==> src/rtl/conv_pkg.sv <==
// Shared constants for the 3x3 window generator: default pixel width,
// kernel geometry, tap indices (row-major, NW first) and FSM states.
package conv_pkg;

  localparam int PIX_W_DEFAULT = 8;
  localparam int KERNEL_SIZE   = 3;

  localparam int TAP_NW = 0;
  localparam int TAP_N  = 1;
  localparam int TAP_NE = 2;
  localparam int TAP_W  = 3;
  localparam int TAP_C  = 4;
  localparam int TAP_E  = 5;
  localparam int TAP_SW = 6;
  localparam int TAP_S  = 7;
  localparam int TAP_SE = 8;

  typedef enum logic [1:0] {
    ST_FILL   = 2'd0,
    ST_STREAM = 2'd1,
    ST_FLUSH  = 2'd2
  } conv_state_t;

endpackage

==> src/rtl/conv_line_buffer.sv <==
// One image line of storage: circular single-port RAM with an asynchronous
// read and a synchronous write, so a read and write to the same address in
// one cycle return the old contents (read-before-write).
module conv_line_buffer #(
  parameter int DEPTH = 256,
  parameter int WIDTH = 8
) (
  input  logic                     clk,
  input  logic [$clog2(DEPTH)-1:0] addr,
  input  logic                     wr_en,
  input  logic [WIDTH-1:0]         wr_data,
  output logic [WIDTH-1:0]         rd_data
);

  logic [WIDTH-1:0] mem [DEPTH];

  assign rd_data = mem[addr];

  // write the incoming pixel after the old one has been read out
  always_ff @(posedge clk) begin
    if (wr_en) mem[addr] <= wr_data;
  end

endmodule

==> src/rtl/conv_window_gen.sv <==
// Streaming 3x3 window generator. Two line buffers hold rows y-1 and y; the
// incoming pixel completes a fresh column that is shifted into two column
// registers, so the window centred one row up and one column left is ready
// combinationally and registered onto win_data on the same accept.
// Build option: define CONV_WIN_REPLICATE_EN to clamp border taps to the
// nearest in-image pixel instead of zero padding; timing is unchanged.
//
// state  | meaning
// FILL   | accept the first W+1 pixels of a frame, no windows yet
// STREAM | each accepted pixel emits one window
// FLUSH  | no input; emit the last W+1 windows, then pulse frame_done
module conv_window_gen
  import conv_pkg::*;
#(
  parameter int IMAGE_WIDTH  = 256,
  parameter int IMAGE_HEIGHT = 256,
  parameter int PIX_W        = PIX_W_DEFAULT
) (
  input  logic                                  clk,
  input  logic                                  rst,
  input  logic [PIX_W-1:0]                      pix_data,
  input  logic                                  pix_valid,
  output logic                                  pix_ready,
  output logic [KERNEL_SIZE*KERNEL_SIZE*PIX_W-1:0] win_data,
  output logic                                  win_valid,
  input  logic                                  win_ready,
  output logic [$clog2(IMAGE_WIDTH)-1:0]        win_x,
  output logic [$clog2(IMAGE_HEIGHT)-1:0]       win_y,
  output logic                                  win_last,
  output logic                                  frame_done
);

  localparam int XW = $clog2(IMAGE_WIDTH);
  localparam int YW = $clog2(IMAGE_HEIGHT);
  localparam logic [XW-1:0] X_MAX = XW'(IMAGE_WIDTH - 1);
  localparam logic [YW-1:0] Y_MAX = YW'(IMAGE_HEIGHT - 1);

  conv_state_t state, state_nxt;
  logic run;
  logic [XW-1:0] in_x, out_x;
  logic [YW-1:0] in_y, out_y;
  logic [PIX_W-1:0] lb0_rd, lb1_rd;
  logic [PIX_W-1:0] col0 [KERNEL_SIZE];
  logic [PIX_W-1:0] col1 [KERNEL_SIZE];
  logic [PIX_W-1:0] col_new [KERNEL_SIZE];
  logic [PIX_W-1:0] raw [KERNEL_SIZE*KERNEL_SIZE];
  logic [KERNEL_SIZE*KERNEL_SIZE*PIX_W-1:0] win_nxt;
  logic out_free, pix_acc, gen, frame_end, adv_in;
  logic at_top, at_bot, at_left, at_right;

  // run holds pix_ready low until the first clock after reset release
  assign out_free   = !win_valid || win_ready;
  assign pix_ready  = run && ((state == ST_FILL) || (state == ST_STREAM && out_free));
  assign pix_acc    = pix_valid && pix_ready;
  assign frame_end  = (state == ST_FLUSH) && win_valid && win_ready && win_last;
  assign frame_done = frame_end;
  assign adv_in     = pix_acc || (state == ST_FLUSH && gen);

  // state register
  always_ff @(posedge clk or posedge rst) begin
    if (rst) begin
      state <= ST_FILL;
      run   <= 1'b0;
    end else begin
      state <= state_nxt;
      run   <= 1'b1;
    end
  end

  // next state and window-generate strobe
  always_comb begin
    state_nxt = state;
    gen       = 1'b0;
    case (state)
      ST_FILL: begin
        if (pix_acc && in_x == '0 && in_y == YW'(1)) state_nxt = ST_STREAM;
      end
      ST_STREAM: begin
        gen = pix_acc;
        if (pix_acc && in_x == X_MAX && in_y == Y_MAX) state_nxt = ST_FLUSH;
      end
      ST_FLUSH: begin
        gen = out_free && !(win_valid && win_last);
        if (frame_end) state_nxt = ST_FILL;
      end
      default: state_nxt = ST_FILL;
    endcase
  end

  // input position keeps advancing through FLUSH to address the line buffers
  always_ff @(posedge clk or posedge rst) begin
    if (rst) begin
      in_x  <= '0;
      in_y  <= '0;
      out_x <= '0;
      out_y <= '0;
    end else if (frame_end) begin
      in_x  <= '0;
      in_y  <= '0;
      out_x <= '0;
      out_y <= '0;
    end else begin
      if (adv_in) begin
        in_x <= (in_x == X_MAX) ? '0 : in_x + 1'b1;
        if (pix_acc && in_x == X_MAX) in_y <= (in_y == Y_MAX) ? '0 : in_y + 1'b1;
      end
      if (gen) begin
        out_x <= (out_x == X_MAX) ? '0 : out_x + 1'b1;
        if (out_x == X_MAX) out_y <= (out_y == Y_MAX) ? '0 : out_y + 1'b1;
      end
    end
  end

  conv_line_buffer #(.DEPTH(IMAGE_WIDTH), .WIDTH(PIX_W)) u_lb0 (
    .clk(clk), .addr(in_x), .wr_en(pix_acc), .wr_data(pix_data), .rd_data(lb0_rd)
  );

  conv_line_buffer #(.DEPTH(IMAGE_WIDTH), .WIDTH(PIX_W)) u_lb1 (
    .clk(clk), .addr(in_x), .wr_en(pix_acc), .wr_data(lb0_rd), .rd_data(lb1_rd)
  );

  // newest column, top to bottom; the bottom tap during FLUSH is below the image
  assign col_new[0] = lb1_rd;
  assign col_new[1] = lb0_rd;
  assign col_new[2] = pix_acc ? pix_data : '0;

  // column shift registers feeding the left and centre window columns
  always_ff @(posedge clk or posedge rst) begin
    if (rst) begin
      col0 <= '{default: '0};
      col1 <= '{default: '0};
    end else if (pix_acc || gen) begin
      col0 <= col1;
      col1 <= col_new;
    end
  end

  // unpadded neighbourhood in tap order
  always_comb begin
    raw[TAP_NW] = col0[0];
    raw[TAP_N]  = col1[0];
    raw[TAP_NE] = col_new[0];
    raw[TAP_W]  = col0[1];
    raw[TAP_C]  = col1[1];
    raw[TAP_E]  = col_new[1];
    raw[TAP_SW] = col0[2];
    raw[TAP_S]  = col1[2];
    raw[TAP_SE] = col_new[2];
  end

  assign at_top   = (out_y == '0);
  assign at_bot   = (out_y == Y_MAX);
  assign at_left  = (out_x == '0);
  assign at_right = (out_x == X_MAX);

`ifdef CONV_WIN_REPLICATE_EN
  int ri, ci;

  // clamp out-of-image taps onto the centre row/column
  always_comb begin
    win_nxt = '0;
    ri = 0;
    ci = 0;
    for (int i = 0; i < KERNEL_SIZE; i++) begin
      for (int j = 0; j < KERNEL_SIZE; j++) begin
        ri = ((i == 0 && at_top) || (i == 2 && at_bot)) ? 1 : i;
        ci = ((j == 0 && at_left) || (j == 2 && at_right)) ? 1 : j;
        win_nxt[(i*KERNEL_SIZE+j)*PIX_W +: PIX_W] = raw[ri*KERNEL_SIZE+ci];
      end
    end
  end
`else
  // zero out-of-image taps; stale data from other lines/frames never leaks
  always_comb begin
    win_nxt = '0;
    for (int i = 0; i < KERNEL_SIZE; i++) begin
      for (int j = 0; j < KERNEL_SIZE; j++) begin
        if (!((i == 0 && at_top) || (i == 2 && at_bot) ||
              (j == 0 && at_left) || (j == 2 && at_right)))
          win_nxt[(i*KERNEL_SIZE+j)*PIX_W +: PIX_W] = raw[i*KERNEL_SIZE+j];
      end
    end
  end
`endif

  // output register; only loaded when the slot is free, so stalls hold it
  always_ff @(posedge clk or posedge rst) begin
    if (rst) begin
      win_valid <= 1'b0;
      win_data  <= '0;
      win_x     <= '0;
      win_y     <= '0;
      win_last  <= 1'b0;
    end else if (gen) begin
      win_valid <= 1'b1;
      win_data  <= win_nxt;
      win_x     <= out_x;
      win_y     <= out_y;
      win_last  <= at_right && at_bot;
    end else if (win_ready) begin
      win_valid <= 1'b0;
      win_last  <= 1'b0;
    end
  end

endmodule
==> config.mk <==
export PLATFORM = sky130hd
export DESIGN_NAME = conv_window_gen
export DESIGN_NICKNAME = d
export VERILOG_FILES = /design/src/rtl/conv_pkg.sv /design/src/rtl/conv_line_buffer.sv /design/src/rtl/conv_window_gen.sv
export SDC_FILE = /design/constraint.sdc
export NUM_CORES = 2
export LEC_CHECK = 0
export CORE_MARGIN = 2
export CORE_UTILIZATION = 50
export CTS_BUF_LIST = sky130_fd_sc_hd__clkbuf_4 sky130_fd_sc_hd__clkbuf_8
export CTS_CLUSTER_DIAMETER = 80
export DETAILED_ROUTE_END_ITERATION = 10
export GPL_TIMING_DRIVEN = 1
export HOLD_SLACK_MARGIN = 0.15
export PLACE_DENSITY_LB_ADDON = 0.2
export RECOVER_POWER = 25
export SLEW_MARGIN = 20
export SYNTH_ARGS = -nofsm -noshare
export SYNTH_HDL_FRONTEND = slang
export SYNTH_SLANG_ARGS = --single-unit
==> constraint.sdc <==
create_clock -name clk -period 16.5 [get_ports clk]
set_input_delay 3.3 -clock clk [delete_from_list [all_inputs] [get_ports clk]]
set_output_delay 3.3 -clock clk [all_outputs]
set_load 0.005 [all_outputs]
==> results <==
- The number of cells on the worst hold path is 2.
- The path category of the worst min-delay check is flop to flop.
- At the worst endpoint, the required time is 17.08 ns.
- The post-layout net count is roughly 8600.
- The die covers around 330000 um^2.
- The routed design has 434 mm of wire.
- The routed length on met2 is 204 mm.
- The endpoint identified for the worst register-to-register timing path is u_lb1.mem[132][2].
- The final weighted congestion in routability-driven placement is 0.843.
- The number of iterations in the first detailed-routing pass is 8.
- Derived from the worst setup path, the maximum achievable clock frequency is 90.2 MHz.
- The biggest area contributor in the post-synthesis netlist is edfxtp_1.
- For the final database, setup skew stands at about 0.085 ns.
- The worst-case IR drop observed on VDD is 0.000392 V.
- The run finished, with violations left.
- TritonCTS built the clock tree.
- The proportion of synthesized flip-flops having asynchronous set or reset is 4.05%.
- The critical setup path kind is input pin to flop.
- Hold timing on the final database bottoms out at a slack of 0.468 ns.
- STA classifies the critical path endpoint as a flop.
- The post-route non-filler standard cell count is 13500.
- Adding up every negative setup slack in the final design gives 0 ns.
- The clock tree synthesis step divided the H-tree into 6 levels.
- No sink is reached through more buffers than the 4 on the longest clock path.
- The number of different library cells in the post-synthesis netlist is between 70 and 80.
- The initial antenna violation count is 25.
- The path with the worst hold slack has its endpoint at col0[18].
- Across the run, the number of max-cap violations was 30.
- The type of element launching the critical path is an input pin.
- Yosys mapped a number of flops with a built-in enable equal to 4096.
- The transition time at the pin with the least slew margin is 6.39 ns.
- The total cell area at the placement stage is 172000 um^2.
- The worst register-to-register path has a depth of 13.
- Among all stages on the critical path, the largest delay is contributed by clkbuf_1.
- The tree built by TritonCTS fans out to about 4300 sinks.
- Traced cell by cell, the critical path runs through clkbuf_1 -> clkbuf_1 -> clkbuf_1.
- The highest cell delay on the worst timing path is a little under 4 ns.
- By area the synthesized netlist is led by edfxtp_1 75%, mux4_2 13%, dfrtp_1 2.6%.
- The detailed router used layers up to and including met5.
- The smallest setup slack after layout is about 5.4 ns.
- The synthesized instance count is 7893.
- The total I/O pin count is 104.
- From bottom edge to top edge, the die measures 578 um.
- At the worst endpoint, the arrival time is 11.66 ns.
- The core region is between 300000 and 400000 um^2.
- The prevailing post-synth register cell is edfxtp_1.
- The final-report max-slew violation count is around 2200.
- The number of buffers inserted by port buffering is 103.
- In this design, the largest share of critical-path delay is due to buffers and inverters.
- The critical path contains buffers and inverters numbering 3 combined.
- The startpoint identified for the worst hold timing path is col0[18].
- The first global-routing pass estimated between 600 and 700 mm of wire.
- Setup repair after global routing left no endpoint under its margin.
- The number of global-route vias before repair is 84000.
- The average instance in the mapped netlist occupies 20.9 um^2.
- The layout has about 24000 filler cells.
- The worst pin sits at a relative slew slack of -326%.
- After synthesis the netlist holds a flip-flop and latch count of around 4300.
- The clock root buffer is clkbuf_8.
- For this run, design rule violations remaining after detail routing come to 0.
- The total global routing overflow is 0.
- The number of buffers added to fix hold violations after cts is 0.
- The final route contains 83900 vias.
- The first routing iteration left 10600 violations.
- The final reports fail on max-capacitance violations, max-slew violations.
- TritonCTS created 674 clock buffers.
- The worst path uses 67.2% of the clock period.
- The floorplan has between 200 and 250 rows.
- The most critical setup path has its startpoint at pix_data[4].
- Counting I/O delays and the setup requirement, the final critical path takes 11.08 ns.
- The overall track demand over capacity in global routing is 25.8%.
- For this design the ratio of total power to cell area is 160 nW/um^2.
- After clock tree synthesis, the clock-pin slew on the worst setup and hold paths is 0.06 ns.
- The area overhead of the layout relative to synthesis is 12.4%.
- The synthesized net count is 7919.
- The wire length per cell after detailed routing is 32.2 um.
- Setup violations remaining at the end of the flow were counted as 0.
- After synthesis, flip-flops and latches occupy 77.3% of the total area.
- The placed instance count is 12300.
- The maximum fanout count along the critical path is 90.
- The worst setup slack after placement is 7.44 ns.
- The source of the worst register-to-register timing path is in_x[2].
- The top cell type by area accounts for about three quarters of the synthesized area.
- The length of routed wiring on met1 is 173 mm.
- For flop-to-flop paths, the worst setup slack is 7.63 ns.
- The number of warnings issued by yosys is 0.
- The post-route cell area is 185000 um^2.
- The number of gates resized after cts is 0.
- Among the stages of the critical path, the cell type that occurs most often is clkbuf_1.
- Clock latency on the worst-skew pair, taken at its later pin, is 1.24 ns.
- The horizontal die dimension is 578 um.
- The analysis attributes to cell leakage a power of 59.0 nW.
- The overall power is 29.5 mW.
- Cells fill 56.5% of the core in the end.
- The via density per instance is approximately 6.2.
- The number of hold-slack violations in the final timing report is 0.
- The total standard cell area after synthesis is 165000 um^2.
- In this run the remaining antenna-violating nets after routing total 0.
- The post-route netlist has a little over a quarter of its cells at a drive strength greater than 1.
- Once the floorplan was initialized, standard cells occupied 50.3% of the core.
- The setup fix buffers added after clock tree synthesis is 0.
- The detailed route wirelength on metal3 is 39.8 mm.
- Summed over all nets, the half-perimeter wirelength after detailed placement is 254 mm.
- The pin count of the biggest net entering global routing is approximately 170.
[worst reg2reg max path, stage by stage (launching register included)]
cell and delay, ns:
dfrtp_4 0.63, clkbuf_1 1.85, clkbuf_1 1.51, nor2_1 0.53, nand2_1 0.18, buf_4 0.27
o22ai_1 0.22, nor3_1 0.64, o311ai_0 0.62, buf_4 0.35, nand2_1 0.25, inv_8 0.26
buf_4 0.53, buf_4 0.56
[report_power, final]
part / internal [mW] / total (mW) / switching [mW]
sequential: 13.8 / 13.9 / 0.101
combinational: 2.02 / 6.95 / 4.93
clock: 4.59 / 8.67 / 4.08
[cells in the mapped netlist (27+ instances only)]
master	number
nor2_1	343
a21oi_1	93
nand2_1	427
a22oi_1	89
o21ai_0	91
mux2i_1	350
o22ai_1	115
clkbuf_1	151
a221oi_1	34
a31oi_1	38
buf_2	154
dfrtp_1	173
mux2_2	46
nand3_1	191
nand4_1	43
inv_1	31
mux4_2	933
edfxtp_1	4096
buf_1	27
buf_4	100
[per-layer routing]
metal | vias to the layer above | track usage (%)
met5 | - | 0
met4 | 6 | 9.42
met3 | 731 | 4.94
met2 | 4317 | 40.1
met1 | 44600 | 36.7
li1 | 34200 | -
[logic make-up (layout without fill, tap and decap cells)]
group                      after synthesis  after routing  synth area share [%]
xor gates and xnor gates                11             11                0.0585
adders and majority gates               14             14                 0.106
AOI/OAI and AO/OA                      628            628                  2.59
other                                    1             13               0.00228
buffers and inverters                  483           1708                  1.54
muxes                                 1332           1332                  15.3
DFF                                   4269           4269                  77.3
and+or+nand+nor                       1155           1155                  3.13
[cell type report]
type | instances | area [um^2] | area share (%)
Sequential cell | 4269 | 127000 | 68.8
Multi-Input combinational cell | 3141 | 35300 | 19.1
Clock buffer | 925 | 11300 | 6.10
Tap cell | 4346 | 5440 | 2.94
Timing Repair Buffer | 473 | 3850 | 2.08
Clock inverter | 278 | 1630 | 0.879
Inverter | 32 | 194 | 0.105
Antenna cell | 12 | 30.0 | 0.0162
[worst max-delay path by stage]
| stage | endpoint | slack, ns | depth (start not counted) |
|---|---|---|---|
| 6_report | u_lb0.mem[152][4] | 5.42 | 3 |
| 5_1_grt | u_lb0.mem[152][4] | 4.74 | 3 |
| 4_1_cts | frame_done | 7.43 | 4 |
| 3_5_place_dp | frame_done | 7.44 | 4 |
| 3_3_place_gp | frame_done | 7.50 | 4 |
| 2_1_floorplan | col0[0] | 8.51 | 1 |
[sequential cells by signal, summed over array words and instances, names as in the netlist, 24 cells and up]
| register | count |
|---|---|
| u_lb0.mem | 2048 |
| u_lb1.mem | 2048 |
| win_data | 72 |
| col0 | 24 |
| col1 | 24 |
[layout by cell type, fill, tap and decap left out, types with 93 or more instances in the layout]
master	Yosys	routed
o22ai_1	115	115
nand3_1	191	190
edfxtp_1	4096	4096
nand2_1	427	426
clkbuf_8	0	695
clkdlybuf4s50_1	0	93
buf_4	100	335
mux4_2	933	933
clkbuf_4	1	230
a21oi_1	93	93
dfrtp_1	173	167
clkinv_1	0	179
nor2_1	343	259
mux2i_1	350	350
Note: power is estimated with default switching activity, not from simulation.
